## src/rtl/fpu_bypass_ctrl_pkg.sv

```systemverilog
// fpu_bypass_ctrl_pkg
// Shared definitions for the FPU operand-bypass controller:
//   - default execute latency and register-address width
//   - operand mux select encodings (regfile / result / result reg / writeback reg)
//   - the in-flight stage record carried down the bypass scoreboard
package fpu_bypass_ctrl_pkg;

  localparam int LAT_DEF = 3;
  localparam int AW_DEF  = 5;

  localparam logic [1:0] SEL_RF   = 2'd0;
  localparam logic [1:0] SEL_RES  = 2'd1;
  localparam logic [1:0] SEL_RES1 = 2'd2;
  localparam logic [1:0] SEL_WB   = 2'd3;

  // One scoreboard slot. The fd field is sized by AW_DEF, so the controller's
  // AW parameter must stay equal to AW_DEF.
  typedef struct packed {
    logic              valid;
    logic              wen;
    logic [AW_DEF-1:0] fd;
  } stage_t;

endpackage

```

## src/rtl/fpu_hazard_lookup.sv

```systemverilog
// fpu_hazard_lookup
// Purely combinational per-operand lookup into the in-flight scoreboard.
// Ports:
//   stages - scoreboard stages S1..S(LAT+2), index 1 is the youngest
//   en     - operand is actually read this cycle (else sel=0, no hazard)
//   src    - source register address
//   sel    - operand mux address (SEL_RF/SEL_RES/SEL_RES1/SEL_WB)
//   hazard - producer is still inside the execute window, issue must wait
module fpu_hazard_lookup
  import fpu_bypass_ctrl_pkg::*;
#(
  parameter int LAT = LAT_DEF,
  parameter int AW  = AW_DEF
) (
  input  stage_t [LAT+2:1] stages,
  input  logic             en,
  input  logic [AW-1:0]    src,
  output logic [1:0]       sel,
  output logic             hazard
);

  // Walk the stages oldest-to-youngest so that the youngest matching writer is
  // the last one to assign sel/hazard and therefore wins. A writer in S1..S(LAT-1)
  // has no result yet; from S(LAT) on the value sits on one of the bypass
  // paths, and the mux address is simply the distance past S(LAT) plus one.
  always_comb begin
    sel    = SEL_RF;
    hazard = 1'b0;
    for (int i = LAT + 2; i >= 1; i--) begin
      if (en && stages[i].valid && stages[i].wen && (stages[i].fd == src)) begin
        if (i < LAT) begin
          hazard = 1'b1;
          sel    = SEL_RF;
        end else begin
          hazard = 1'b0;
          sel    = 2'(i - LAT + 1);
        end
      end
    end
  end

endmodule

```

## src/rtl/fpu_bypass_ctrl.sv

```systemverilog
// fpu_bypass_ctrl
// Operand-bypass and RAW-hazard controller for a fixed-latency FP execute unit.
// Drives the address inputs of the fs/ft 4:1 operand muxes, stalls issue while
// a producer is still inside the execute window, and emits the regfile
// writeback strobe from the last scoreboard stage.
// Ports:
//   clk, rst_n                   - clock, asynchronous active-low reset
//   issue_valid / issue_ready    - decode handshake (ready is combinational)
//   issue_wen, issue_fd          - destination of the presented op
//   issue_fs, issue_ft           - sources; issue_use_ft qualifies ft
//   flush                        - kill every op that has not reached writeback
//   fs_sel, ft_sel               - operand mux addresses
//   wb_wen, wb_addr              - registered regfile write port controls
// Optional build macro FPU_BYPASS_STATS_EN adds stall_cnt / fwd_cnt counters.
module fpu_bypass_ctrl
  import fpu_bypass_ctrl_pkg::*;
#(
  parameter int LAT = LAT_DEF,
  parameter int AW  = AW_DEF
) (
  input  logic          clk,
  input  logic          rst_n,
  input  logic          issue_valid,
  output logic          issue_ready,
  input  logic          issue_wen,
  input  logic [AW-1:0] issue_fd,
  input  logic [AW-1:0] issue_fs,
  input  logic [AW-1:0] issue_ft,
  input  logic          issue_use_ft,
  input  logic          flush,
  output logic [1:0]    fs_sel,
  output logic [1:0]    ft_sel,
  output logic          wb_wen,
  output logic [AW-1:0] wb_addr
`ifdef FPU_BYPASS_STATS_EN
  ,
  output logic [31:0]   stall_cnt,
  output logic [31:0]   fwd_cnt
`endif
);

  stage_t [LAT+2:1] pipe;
  stage_t [LAT+2:1] pipe_nxt;
  logic             haz_s;
  logic             haz_t;
  logic             accept;

  fpu_hazard_lookup #(.LAT(LAT), .AW(AW)) u_lookup_fs (
    .stages (pipe),
    .en     (issue_valid),
    .src    (issue_fs),
    .sel    (fs_sel),
    .hazard (haz_s)
  );

  fpu_hazard_lookup #(.LAT(LAT), .AW(AW)) u_lookup_ft (
    .stages (pipe),
    .en     (issue_valid & issue_use_ft),
    .src    (issue_ft),
    .sel    (ft_sel),
    .hazard (haz_t)
  );

  assign issue_ready = ~haz_s & ~haz_t & ~flush;
  assign accept      = issue_valid & issue_ready;

  // Next scoreboard contents: the pipe always advances, inserting either the
  // accepted op or a bubble at S1. A flush kills everything that would land in
  // S1..S(LAT+1); the op leaving S(LAT+1) still moves into the writeback stage
  // because its result already exists and is being committed.
  always_comb begin
    pipe_nxt          = '0;
    pipe_nxt[1].valid = accept;
    pipe_nxt[1].wen   = issue_wen;
    pipe_nxt[1].fd    = issue_fd;
    for (int i = 2; i <= LAT + 2; i++) begin
      pipe_nxt[i] = pipe[i-1];
    end
    if (flush) begin
      for (int i = 1; i <= LAT + 1; i++) begin
        pipe_nxt[i].valid = 1'b0;
      end
    end
  end

  // Scoreboard state plus dedicated writeback flops loaded with the value the
  // last stage is about to take, so wb_wen/wb_addr come straight off registers.
  always_ff @(posedge clk or negedge rst_n) begin
    if (!rst_n) begin
      pipe    <= '0;
      wb_wen  <= 1'b0;
      wb_addr <= '0;
    end else begin
      pipe    <= pipe_nxt;
      wb_wen  <= pipe_nxt[LAT+2].valid & pipe_nxt[LAT+2].wen;
      wb_addr <= pipe_nxt[LAT+2].fd;
    end
  end

`ifdef FPU_BYPASS_STATS_EN
  // Stall counter ignores flush cycles (those are not hazard stalls) and
  // saturates. The forward counter tracks accepted ops that used any bypass.
  always_ff @(posedge clk or negedge rst_n) begin
    if (!rst_n) begin
      stall_cnt <= '0;
      fwd_cnt   <= '0;
    end else begin
      if (issue_valid && !issue_ready && !flush && (stall_cnt != 32'hFFFF_FFFF)) begin
        stall_cnt <= stall_cnt + 32'd1;
      end
      if (accept && ((fs_sel != SEL_RF) || (ft_sel != SEL_RF))) begin
        fwd_cnt <= fwd_cnt + 32'd1;
      end
    end
  end
`endif

endmodule
```

## config.mk

```make
export PLATFORM = sky130hd
export DESIGN_NAME = fpu_bypass_ctrl
export DESIGN_NICKNAME = d
export VERILOG_FILES = /design/src/rtl/fpu_bypass_ctrl_pkg.sv /design/src/rtl/fpu_hazard_lookup.sv /design/src/rtl/fpu_bypass_ctrl.sv
export SDC_FILE = /design/constraint.sdc
export NUM_CORES = 1
export LEC_CHECK = 0
export BUFFER_PORTS_ARGS = -buffer_cell sky130_fd_sc_hd__buf_2
export CORE_MARGIN = 2
export CORE_UTILIZATION = 59
export DETAILED_ROUTE_END_ITERATION = 8
export GPL_TIMING_DRIVEN = 0
export PLACE_DENSITY = 0.94
export REMOVE_ABC_BUFFERS = 1
export SYNTH_ARGS = -nofsm -noshare
export SYNTH_HDL_FRONTEND = slang
export SYNTH_HIERARCHICAL = 1
export SYNTH_SLANG_ARGS = --single-unit
```

## constraint.sdc

```tcl
create_clock -name clk -period 2.2 [get_ports clk]
set_clock_uncertainty 0.2 [all_clocks]
set_input_delay 0.11 -clock clk [delete_from_list [all_inputs] [get_ports clk]]
set_output_delay 0.11 -clock clk [all_outputs]
set_load 0.02 [all_outputs]
```

== Word level (Yosys, flattened, before mapping) ==
Index checks and enable logic that the tools add are counted.

* Add/subtract/negate cells: 0
* Multipliers: 0
* Divide/modulo/power cells: 0
* Magnitude comparators: 0
* Eq/ne operators: 10
* Shift-type cells: 0
* Muxes and demuxes: 18
* Bitwise logic cells: 8
* Reduce and logical (&&, ||, !) cells: 30

{| class="wikitable"
|+ Operators by type and width
! kind !! number
|-
| $eq 5x5->1 || 10
|-
| $logic_and 1x1->1 || 30
|-
| $mux 2 || 10
|-
| $mux 1 || 8
|-
| $and 1x1->1 || 5
|-
| $not 1->1 || 3
|}

* Register bits after elaboration: 36
* Latch bits: 0
* Memory bits (writable): 0
* Bits in read-only memories: 0
* Memories: 0

== Longest topological paths before layout ==
* Word-level depth: 11
* Gate-level depth with buffers: 6
* Depth with buffers taken out: 5

== Hierarchy ==
The synthesis kept the hierarchy.

{| class="wikitable"
|+ By module, submodules not included
! module !! times used !! cells an instance !! area each (um^2)
|-
| fpu_bypass_ctrl || 1 || 48 || 997.2
|-
| fpu_hazard_lookup || 2 || 48 || 402.9
|}

== Worst setup path after synthesis ==
OpenSTA, ideal clock, no wires.

* Kind: flip-flop to output port
* Start point: register pipe[24] (netlist name)
* End point: output port fs_sel[1]
* Arrival: 1.432 ns
* Data required time: 1.890 ns
* Setup slack: 0.458 ns
* Cell stages (with the launch flop): 5
* Cells stage by stage: dfrtp_1 xor2_2 nor4_4 a31oi_1 nor3_1

* Cells in the longest elaborated chain, start to end: 6

{| class="wikitable"
|+ Ends and longest elaborated chain
! item !! RTL line !! text
|-
| from (decl) || fpu_bypass_ctrl.sv:42 || <nowiki>stage_t [LAT+2:1] pipe;</nowiki>
|-
| from (signal assigned) || fpu_bypass_ctrl.sv:94 || <nowiki>pipe <= pipe_nxt;</nowiki>
|-
| $eq 5x5->1 || fpu_hazard_lookup.sv:30 || <nowiki>if (en && stages[i].valid && stages[i].wen && (stages[i].fd == src)) begin</nowiki>
|-
| $logic_and 1x1->1 || fpu_hazard_lookup.sv:30 ||
|-
| $mux 2 (4 in series) || fpu_hazard_lookup.sv:30 ||
|-
| to (decl) || fpu_bypass_ctrl.sv:31 || <nowiki>output logic [1:0] fs_sel,</nowiki>
|}

Every way passes these cells.

== Worst setup path after layout ==
Same ends and word-level chain as after synthesis.

==> qor.yml <==
status:
  outcome: "finished, final reports clean"
placed_design:
  port_buffers: 31
  post-place-ws_ns: 0.415
  place_congestion: 0.746
  dp_hpwl_microns: 2620
drt:
  top_layer: "met4"
  vias_per_cell: 5.60
  postRouteAntennaNets: 0
  first_iter_violations: 22
  wire_per_inst_microns: 16.6
  dr_wl_met2_microns: 1870
  first_pass_iters: 4
  vias: 1177
  wl_microns: 3480
  wl_met1_microns: 1390
  routed-wl-met3_microns: 182
  drc: 0
die:
  boundaryPins: 32
  die_h_microns: 59.3
  dieWidth_microns: 59.3
  core_sq_mm: 0.00298
  dieArea_sq_mm: 0.00351
  start_util: 0.605
  num_rows: 20
power:
  ir_worst_vdd_v: 0.000411
  power_density_mw_per_mm2: 636
  leakage_nw: 0.834
cells_and_area:
  post-route-util: 0.676
  layout.nets: 197
  final_layout_size_suffix_gt1_frac: 0.282
  insertedDiodeCount: 0
  area_growth_pct: 11.7
grt:
  antenna_found_initial: 0
  grt_pass1_vias: 1249
  grt_max_degree: 37
  grt_util_all_layers: 0.231
  grt_pass1_wl_microns: 5680
  overflow: 0
timing:
  tightest_slew_ns: 0.775
  finalCritPeriodShare: 0.963
  maxSlewViolCount: 0
  fin_setup_tns_ns: 0
  rsz0062_at_grt: "yes"
  layout_min_cycle_time_ns: 2.12
  timing.fmax_mhz: 472
  setup_ws_ns: 0.0822
  slew_headroom: 0.483
  hold_slack_ns: 0.189
  hold_viol_final: 0
  setup-violations-final: 0
critical_path:
  cp_max_fo: 3
  start_kind: "flip-flop"
  crit_type: "reg2out"
  reg2reg_to: "pipe[6]$_DFF_PN0_"
  critPathRequiredTime_ns: 1.89
  rrSetupSlack_ns: 0.15
  crit_path_end_kind: "output port"
  reg2reg_depth: 5
  cp-startpoint: "pipe[24]$_DFF_PN0_"
  reg2reg_from: "pipe[4]$_DFF_PN0_"
  arrival_ns: 1.81
clock_tree:
  cts_max_level: 2
  cts_root_buf: "clkbuf_4"
  cts.path.max_buffers: 2
  cts_tree: "yes"
  cts_num_sinks: 36
  path_clk_slew_ns: 0.10
  clock_latency_ns: 0.33
  numCtsBuffers: 5
synth:
  synth_area_sq_mm: 0.00180
  ys_seq_area_frac: 0.500
  synth.avg_cell_area_sq_um: 12.5
  synthCells: 144
  yosys_warnings: 6
  synth.distinct_cells: 21
  ys_ff_latch: 36
job:
  drv.max_cap_violation_count: 0
hold_path:
  min_path_type: "in2async"
## repair_timing
item / in CTS / in global routing
buffers inserted: 0 / 0
setup endpoints to repair: 0 / 6
hold endpoints to repair: 46 / 0
hold buffers: 9 / 0
resized for setup: 0 / 3
## cell usage after synthesis
library cell / number / share of area
nor4_4: 2 / 0.024
buf_2: 2 / 0.0056
and2_1: 2 / 0.0069
dfrtp_1: 36 / 0.50
nand4_1: 12 / 0.042
a31oi_1: 2 / 0.0069
nand3_1: 6 / 0.017
and3_1: 2 / 0.0069
xor2_2: 2 / 0.018
xor2_1: 10 / 0.049
xnor2_1: 38 / 0.18
buf_4: 5 / 0.021
nor4b_2: 1 / 0.0083
and2b_2: 3 / 0.015
buf_6: 4 / 0.025
clkbuf_8: 4 / 0.031
a21oi_1: 2 / 0.0056
nor2_1: 2 / 0.0042
nor3_1: 5 / 0.014
nor3_2: 2 / 0.011
o22ai_1: 2 / 0.0069
## flip-flops by register name (all words and copies together) (netlist names)
signal and flops:
pipe 35, wb_wen 1
## worst max-delay path: stages (launching register included)
cell	delay [ns]
dfrtp_2	0.46
xor2_2	0.18
nor4_4	0.32
a31oi_1	0.14
nor3_1	0.19
buf_2	0.20
## how the worst max path moves through the flow
stage,slack (ns),depth (start not counted),endpoint
after CTS,0.03,6,fs_sel[1]
after detailed placement,0.41,6,fs_sel[1]
after floorplan,0.43,5,fs_sel[1]
final,0.08,5,fs_sel[1]
after global routing,-0.04,5,fs_sel[1]
after global placement,0.51,6,fs_sel[0]
## placed cells by master, fill, tap and decap left out, drive strengths merged, types with 2 or more instances in the layout
cell	instances
nand3	6
o22ai	2
clkbuf	8
nand4	12
xor2	12
and2b	3
nor2	2
nor4	2
and2	2
dlygate4sd3	9
dfrtp	36
nor3	7
and3	2
xnor2	38
a21oi	2
buf	31
a31oi	2
## logic make-up (layout without fill, tap and decap cells)
kind of cell / after synthesis / after routing / synth area share
flip-flops: 36 / 36 / 0.500
XOR/XNOR: 50 / 50 / 0.251
AND/OR/NAND/NOR: 37 / 37 / 0.148
AO/OA/AOI/OAI: 6 / 6 / 0.0194
buffers and inverters: 15 / 48 / 0.0819
## power breakdown
part	total (mW)	switching, mW	internal, mW
clock network	0.362	0.204	0.158
logic	0.194	0.103	0.0919
registers	0.724	0.0319	0.692
## metrics by stage
step / cell area [sq um] / power (mW) / std cells
2_1_floorplan: 1660 / 0.837 / 129
3_3_place_gp: 1850 / 0.904 / 193
3_5_place_dp: 1850 / 0.919 / 193
4_1_cts: 2000 / 1.30 / 210
5_1_grt: 2010 / 1.34 / 210
6_report: 2010 / 1.28 / 210
## routing by layer
metal | vias up | track usage
met4 | 0 | 0.127
met2 | 41 | 0.388
li1 | 538 | -
met5 | - | 0
met3 | 6 | 0.0546
met1 | 592 | 0.271
## cell type report
type | count | area [sq um]
multi-input combinational | 93 | 767
tap | 33 | 41.3
sequential | 36 | 902
fill | 233 | 963
clock buffer | 8 | 58.8
timing repair buffer | 40 | 245
(Power assumes the default switching activity.)
